<file path="src/rtl/bounded_updown_counter_pkg.sv">
// Shared constants and helpers for the bounded up/down counter.
// clamp() works at a fixed 32-bit width; callers zero-extend and truncate.
package bounded_updown_counter_pkg;

  localparam logic MODE_WRAP = 1'b0;
  localparam logic MODE_SAT  = 1'b1;

  localparam int CLAMP_W = 32;

  function automatic logic [CLAMP_W-1:0] clamp(
    input logic [CLAMP_W-1:0] value,
    input logic [CLAMP_W-1:0] lo,
    input logic [CLAMP_W-1:0] hi
  );
    logic [CLAMP_W-1:0] res;
    if (value < lo) begin
      res = lo;
    end else if (value > hi) begin
      res = hi;
    end else begin
      res = value;
    end
    return res;
  endfunction

endpackage

</file>
<file path="src/rtl/bounded_updown_counter_bound_step_calc.sv">
// Combinational next-value and bound-event calculation for one step up or down.
// Arithmetic is one bit wider than the count so that no sum or limit can alias.
module bound_step_calc
  import bounded_updown_counter_pkg::*;
#(
  parameter int COUNT_WIDTH = 8,
  parameter int STEP_WIDTH  = 4
) (
  input  logic [COUNT_WIDTH-1:0] counter,
  input  logic [STEP_WIDTH-1:0]  step,
  input  logic [COUNT_WIDTH-1:0] min_val,
  input  logic [COUNT_WIDTH-1:0] max_val,
  input  logic                   sat_mode,
  output logic [COUNT_WIDTH-1:0] next_up,
  output logic [COUNT_WIDTH-1:0] next_down,
  output logic                   ovf,
  output logic                   unf
);

  localparam int EXT_W = COUNT_WIDTH + 1;

  logic [EXT_W-1:0] count_ext;
  logic [EXT_W-1:0] step_ext;
  logic [EXT_W-1:0] min_ext;
  logic [EXT_W-1:0] max_ext;
  logic [EXT_W-1:0] sum;
  logic [EXT_W-1:0] down_limit;
  logic [EXT_W-1:0] diff;

  assign count_ext  = {1'b0, counter};
  assign step_ext   = {{(EXT_W-STEP_WIDTH){1'b0}}, step};
  assign min_ext    = {1'b0, min_val};
  assign max_ext    = {1'b0, max_val};

  assign sum        = count_ext + step_ext;
  assign down_limit = min_ext + step_ext;
  assign diff       = count_ext - step_ext;

  // Only the bound in the direction of motion is checked, so an
  // out-of-range count moving back toward the range just adds/subtracts.
  assign ovf = (sum > max_ext);
  assign unf = (count_ext < down_limit);

  always_comb begin
    next_up = sum[COUNT_WIDTH-1:0];
    if (ovf) begin
      next_up = (sat_mode == MODE_SAT) ? max_val : min_val;
    end
  end

  always_comb begin
    next_down = diff[COUNT_WIDTH-1:0];
    if (unf) begin
      next_down = (sat_mode == MODE_SAT) ? min_val : max_val;
    end
  end

endmodule

</file>
<file path="src/rtl/bounded_updown_counter.sv">
// Bounded up/down counter: programmable step, runtime bounds, wrap/saturate,
// clamped load, and overflow/underflow pulse plus sticky flags.
module bounded_updown_counter
  import bounded_updown_counter_pkg::*;
#(
  parameter int                     COUNT_WIDTH = 8,
  parameter int                     STEP_WIDTH  = 4,
  parameter logic [COUNT_WIDTH-1:0] RESET_VALUE = '0
) (
  input  logic                   clk,
  input  logic                   s_reset_n,
  input  logic                   enable,
  input  logic                   inc_en,
  input  logic                   dec_en,
  input  logic                   load,
  input  logic [COUNT_WIDTH-1:0] load_value,
  input  logic [STEP_WIDTH-1:0]  step,
  input  logic [COUNT_WIDTH-1:0] min_val,
  input  logic [COUNT_WIDTH-1:0] max_val,
  input  logic                   sat_mode,
  input  logic                   clear_flags,
  output logic [COUNT_WIDTH-1:0] counter,
  output logic                   at_max,
  output logic                   at_min,
  output logic                   bound_pulse,
  output logic                   ovf_sticky,
  output logic                   unf_sticky,
  output logic                   cfg_err
);

  logic [COUNT_WIDTH-1:0] next_up;
  logic [COUNT_WIDTH-1:0] next_down;
  logic                   ovf;
  logic                   unf;
  logic [COUNT_WIDTH-1:0] load_clamped;
  logic                   count_up;
  logic                   count_down;
  logic                   ovf_evt;
  logic                   unf_evt;

  bound_step_calc #(
    .COUNT_WIDTH (COUNT_WIDTH),
    .STEP_WIDTH  (STEP_WIDTH)
  ) u_step_calc (
    .counter   (counter),
    .step      (step),
    .min_val   (min_val),
    .max_val   (max_val),
    .sat_mode  (sat_mode),
    .next_up   (next_up),
    .next_down (next_down),
    .ovf       (ovf),
    .unf       (unf)
  );

  assign cfg_err = (min_val > max_val);
  assign at_max  = (counter == max_val);
  assign at_min  = (counter == min_val);

  assign load_clamped = COUNT_WIDTH'(clamp(CLAMP_W'(load_value),
                                           CLAMP_W'(min_val),
                                           CLAMP_W'(max_val)));

  // Counting is suppressed by a bad config, a load, opposing requests or a zero step.
  assign count_up   = !cfg_err && !load && enable && inc_en && !dec_en && (step != '0);
  assign count_down = !cfg_err && !load && enable && dec_en && !inc_en && (step != '0);

  assign ovf_evt = count_up   && ovf;
  assign unf_evt = count_down && unf;

  always_ff @(posedge clk) begin
    if (!s_reset_n) begin
      counter     <= RESET_VALUE;
      bound_pulse <= 1'b0;
      ovf_sticky  <= 1'b0;
      unf_sticky  <= 1'b0;
    end else begin
      if (!cfg_err && load) begin
        counter <= load_clamped;
      end else if (count_up) begin
        counter <= next_up;
      end else if (count_down) begin
        counter <= next_down;
      end
      bound_pulse <= ovf_evt || unf_evt;
      // A new event wins over a simultaneous clear.
      ovf_sticky  <= ovf_evt || (ovf_sticky && !clear_flags);
      unf_sticky  <= unf_evt || (unf_sticky && !clear_flags);
    end
  end

endmodule

</file>
<file path="config.mk">
export PLATFORM = sky130hd
export DESIGN_NAME = bounded_updown_counter
export DESIGN_NICKNAME = d
export VERILOG_FILES = /design/src/rtl/bounded_updown_counter_pkg.sv /design/src/rtl/bounded_updown_counter_bound_step_calc.sv /design/src/rtl/bounded_updown_counter.sv
export SDC_FILE = /design/constraint.sdc
export NUM_CORES = 1
export LEC_CHECK = 0
export BUFFER_PORTS_ARGS = -buffer_cell sky130_fd_sc_hd__buf_2
export CAP_MARGIN = 20
export CELL_PAD_IN_SITES_DETAIL_PLACEMENT = 0
export CELL_PAD_IN_SITES_GLOBAL_PLACEMENT = 1
export CORE_UTILIZATION = 25
export DETAILED_ROUTE_END_ITERATION = 12
export PLACE_DENSITY = 0.51
export SETUP_SLACK_MARGIN = 0.5
export SYNTH_ARGS = -nofsm -noshare
export SYNTH_HDL_FRONTEND = slang
export SYNTH_SLANG_ARGS = --single-unit
</file>
<file path="constraint.sdc">
create_clock -name clk -period 8 [get_ports clk]
set_input_delay 1.6 -clock clk [delete_from_list [all_inputs] [get_ports clk]]
set_output_delay 1.6 -clock clk [all_outputs]
set_load 0.01 [all_outputs]
</file>
==> Yosys cells after proc, flatten, opt, wreduce, memory -nomap -nowiden <==
Cells that the tools add are included.
{ "totals": {"regBits": 11, "in_bits": 36, "out_inout_bits": 14} }
{ "op_classes": {"addsub": 3, "order_cmp": 5, "eq_ne": 2, "n_mux": 9, "n_reduce_logical": 23} }
{ "op_table": {"columns": ["operator", "n"], "rows": [
  ["$mux 8", 9],
  ["$add 8x4->9", 2],
  ["$eq 8x8->1", 2],
  ["$gt 8x8->1", 2],
  ["$logic_and 1x1->1", 13],
  ["$gt 9x8->1", 1],
  ["$lt 8x9->1", 1],
  ["$lt 8x8->1", 1],
  ["$sub 8x4->8", 1],
  ["$logic_not 1->1", 5],
  ["$reduce_bool 4->1", 1],
  ["$logic_or 1x1->1", 3],
  ["$reduce_bool 3->1", 1]
]} }

==> Longest topological paths before layout <==
{ "depth": {"ltp_word": 10, "ltp_mapped": 15} }

==> Modules after synthesis <==
A second synthesis with hierarchy kept.
{ "hier_totals": {"hier_cells": 349, "hier_area_um2": 2901.5} }
{ "modules_own_cells": {"columns": ["mod", "n_inst", "cells_each", "area_each_um2", "seq_area_each_um2"], "rows": [
  ["bounded_updown_counter", 1, 185, 1521.5, 220.2],
  ["bound_step_calc", 1, 164, 1380.1, 0.0]
]} }

==> Worst setup path before layout <==
No wires, ideal clock.
{ "synth_timing": {"kind": "input port to flip-flop", "from": "in step[2]", "to": "reg counter[6]", "t_arrival_ps": 4429, "required_ps": 7864, "path_slack_ps": 3435, "cell_stages": 15, "path_buffers": 1, "cell_sequence": "inv_1 -> ha_1 -> or3b_1 -> a31oi_1 -> o2111ai_1 -> xnor2_1 -> ha_1 -> inv_1 -> or3_1 -> o221ai_1 -> o21ai_1 -> buf_2 -> a22o_1 -> a221oi_1 -> a211oi_1"} }
{ "synth_via": {"elab_chain_cells": 6, "elab_cells_between_ends": 14, "cone_classes": "add/sub (3); order compare (2); mux (5); reduce/logical (4)"} }
{ "synth_rtl": {"columns": ["element", "line_no", "rtl"], "rows": [
  ["start: declaration", "bounded_updown_counter.sv:17", "input logic [STEP_WIDTH-1:0] step,"],
  ["$add 8x4->9", "bounded_updown_counter_bound_step_calc.sv:36", "assign down_limit = min_ext + step_ext;"],
  ["$lt 8x9->1", "bounded_updown_counter_bound_step_calc.sv:42", "assign unf = (count_ext < down_limit);"],
  ["$mux 8", "bounded_updown_counter_bound_step_calc.sv:53", "if (unf) begin"],
  ["$mux 8", "bounded_updown_counter.sv:82", "end else if (count_down) begin"],
  ["$mux 8", "bounded_updown_counter.sv:80", "end else if (count_up) begin"],
  ["$mux 8", "bounded_updown_counter.sv:78", "if (!cfg_err && load) begin"],
  ["end signal: assignment", "bounded_updown_counter.sv:79", "counter <= load_clamped;"],
  ["end signal: assignment", "bounded_updown_counter.sv:81", "counter <= next_up;"],
  ["end signal: assignment", "bounded_updown_counter.sv:83", "counter <= next_down;"],
  ["end: declaration", "bounded_updown_counter.sv:22", "output logic [COUNT_WIDTH-1:0] counter,"]
]} }
Parallel ways exist; a longest one is shown, timed or not. The select of a mux whose other input is x is not followed.
A chain may end at the register's enable or synchronous reset.

==> Final worst setup path <==
Ends and elaborated chain as after synthesis.

==> PnR_summary.wiki <==
{| class="wikitable"
! Metric !! Value
|-
| Core Area || 0.0104 sq mm
|-
| #FFs+latches synth || 11
|-
| Cell type with the highest aggregate area in the netlist || sky130_fd_sc_hd__ha_1
|-
| Area fraction of the dominant cell type after synthesis || 23.2%
|-
| Final hold violations || 0
|-
| Average routed wire per standard cell || 18.0 um
|-
| Worst clock skew on the final layout || ~5 ps
|-
| Master of the slowest instance on the critical path || sky130_fd_sc_hd__or3b_1
|-
| Weighted congestion reported at the end of routability-driven placement || approximately 0.82
|-
| Final number of setup-violating endpoints || 0
|-
| Global router's overall resource usage || ~17%
|-
| Starting density of the core || approximately 26%
|-
| Die X || roughly 110 um
|-
| Signed area change from the synthesized netlist to the final layout || 15.4%
|-
| Max capacitance violation total || 0
|-
| Post-layout min period || roughly 5000 ps
|-
| Leading cell type in the layout, fill and taps excluded || sky130_fd_sc_hd__ha_1
|-
| Synth warn || 0
|-
| Highest achievable clock rate || around 200 MHz
|-
| Via density per instance || roughly 5.1
|-
| Clock buffers created by TritonCTS || 3
|-
| Critical-path cell list || buf_2 -> inv_1 -> ha_1 -> or3b_1 -> a31oi_1 -> o21ai_1 -> xnor2_1 -> ha_1 -> nand4_1 -> or3_1 -> o221ai_1 -> o21ai_1 -> a22o_1 -> a221oi_1 -> a211oi_1
|-
| Crit end category || register
|-
| Count of routing violations after the opening detailed-route iteration || between 100 and 150
|-
| Sequential area share after synthesis || 8.16%
|-
| Slew of the pin with the lowest slew margin || 964 ps
|-
| Largest net degree at the start of global routing || 28
|-
| Post-DP Area || 0.00306 sq mm
|-
| Sum Neg Setup Slack || 0 ps
|-
| Post-synthesis instance total || 338
|-
| Maximum single-stage delay on the critical path || about 410 ps
|-
| Highest-count cells in the layout ignoring fill and taps || sky130_fd_sc_hd__ha_1, sky130_fd_sc_hd__buf_2, sky130_fd_sc_hd__xnor2_1
|-
| Die H || about 110 um
|-
| Worst Setup SP || step[2]
|-
| Length of the first detailed-routing pass in iterations || 4
|-
| Top flip-flop cell by instance count after synthesis || sky130_fd_sc_hd__dfxtp_1
|-
| Worst min-delay path category || reg -> reg
|-
| I/O pins || 50
|-
| Synthesized cell area || 0.00270 sq mm
|-
| Number of resized instances in the post-cts repair step || 0
|-
| Core Rows || 37
|-
| First-pass GRT wire length || between 10 and 15 mm
|-
| Startpoint class of the critical path || input port
|-
| Min-delay src || unf_sticky$_SDFF_PN0_
|-
| Clock latency at the later pin of the worst-skew pair || roughly 250 ps
|-
| Max clock buf depth || 2
|-
| Hold-fix buffers at CTS || 0
|-
| Leak Pwr || between 0.001 and 0.0015 uW
|-
| Cell types occupying the most area after synthesis || sky130_fd_sc_hd__ha_1, sky130_fd_sc_hd__xnor2_1, sky130_fd_sc_hd__dfxtp_1
|-
| Number of antenna violations at the first check in global routing || 0
|-
| Total setup buffers inserted after CTS || 0
|-
| Full die area || about 0.011 sq mm
|-
| PwrDens || roughly 120 mW/mm^2
|-
| Crit Path Max Fanout || 11
|-
| Via total after detailed routing || ~2.6k
|-
| Mean instance size in the synthesized netlist || around 8 sq um
|-
| Startpoint of the most critical register-to-register path || counter[2]$_SDFFE_PN0P_
|-
| Area of all placed cells without fillers || about 0.0031 sq mm
|-
| Root buffer selected by CTS || sky130_fd_sc_hd__clkbuf_8
|-
| Number of distinct library cell variants in the gate-level netlist after synthesis || 60
|-
| CTS HTree Levels || 1
|-
| IO Port Bufs || roughly 50
|-
| Post-synth ARST share || 0%
|-
| Fraction of layout cells with a size suffix above 1 || around 18%
|-
| Net count of the mapped netlist || about 430
|-
| Remaining routing DRC violations || 0
|-
| Final Max Tran Viols || 0
|-
| Final antenna diode count || 0
|-
| Share of the clock period used by the worst path || between 60 and 70%
|-
| Total length of routed wires || 9.27 mm
|-
| Total overflow reported by the global router || 0
|-
| Peak supply drop || roughly 0.048 mV
|-
| Antenna Violating Nets Remaining || 0
|-
| Clock sinks || 11
|-
| Arrival time at the worst endpoint || between 5000 and 6000 ps
|-
| TritonCTS clock tree || yes
|-
| Worst setup path category || in -> reg
|-
| EDFF count, synth || 0
|-
| Placed wire-length estimate after detailed placement || 7.80 mm
|-
| Result of the run || complete, no violations
|-
| Clock-pin slew on the worst setup and hold paths || about 60 ps
|-
| Rel. slew slack || about a third
|-
| Data required, critical path || ~8100 ps
|-
| Final-stage net count || between 400 and 500
|-
| RSZ-0062 raised after global routing || no
|-
| Via count of the first global-routing pass || between 2k and 3k
|}
[cell type report]
cell class / count / area [sq um]
Timing Repair Buffer: 51 / 260
Sequential cell: 11 / 220
Fill cell: 1131 / 7300
Multi-Input combinational cell: 288 / 2320
Clock inverter: 1 / 5.00
Tap cell: 136 / 170
Inverter: 26 / 97.6
Clock buffer: 3 / 41.3
[logic make-up after synthesis]
group | synth area share, %
muxes | 7.51
DFF | 8.16
xor gates and xnor gates | 10.7
buffers and inverters | 5.89
AOI/OAI and AO/OA | 24.4
and+or+nand+nor | 17.9
adders and majority gates | 25.4
[layer usage]
metal	track usage (%)	share of wire, %
met3	2.15	3.7
met2	29.2	47
met1	23.8	49
met5	0	0
met4	1.39	0.43
[critical path, delay by kind of cell]
kind                     cells  cell delay (ps)
AO/OA/AOI/OAI                7             1530
AND/OR/NAND/NOR              3              890
adder cells (fa/ha/maj)      2              720
XOR/XNOR                     1              190
buffers and inverters        2              170
[final timing paths]
check / endpoint / slack (ps) / cells past startpoint
setup / recovery: counter[6]$_SDFFE_PN0P_ / 3010 / 15
hold / removal: unf_sticky$_SDFF_PN0_ / 480 / 2
setup reg to reg: counter[6]$_SDFFE_PN0P_ / 3970 / 13
hold reg to reg: unf_sticky$_SDFF_PN0_ / 480 / 2
[metrics by stage]
step                setup WS [ps]  utilization (%)  hold slack (ps)  cells  total power, uW
global route                 2760             29.9              521    516              423
finish                       3010             29.9              483    516              387
floorplan                    3440                -              500    338              251
global placement             2760             29.4              469    511              327
detailed placement           2670             29.4              474    511              326
CTS                          2930             29.8              484    515              389
[synth_stat cells (9+ instances only)]
cell type and instances:
sky130_fd_sc_hd__mux2i_1 18, sky130_fd_sc_hd__nand2b_1 9, sky130_fd_sc_hd__dfxtp_1 11, sky130_fd_sc_hd__nand4_1 10, sky130_fd_sc_hd__nor2_1 12, sky130_fd_sc_hd__xnor2_1 30
sky130_fd_sc_hd__a21oi_1 28, sky130_fd_sc_hd__o211ai_1 9, sky130_fd_sc_hd__o21ai_0 15, sky130_fd_sc_hd__inv_1 25, sky130_fd_sc_hd__ha_1 50, sky130_fd_sc_hd__nand2_1 18
[registers in the layout, indices dropped and copies added, names as in the netlist]
name	count
counter	8
bound_pulse	1
ovf_sticky	1
unf_sticky	1
[power breakdown]
group | leakage, uW | internal, uW | switching, uW | total, uW
Clock | 0.0000255 | 34.4 | 25.5 | 59.9
Sequential | 0.0000905 | 60.6 | 19.2 | 79.8
Combinational | 0.00129 | 109 | 138 | 247
(Power assumes the default switching activity.)
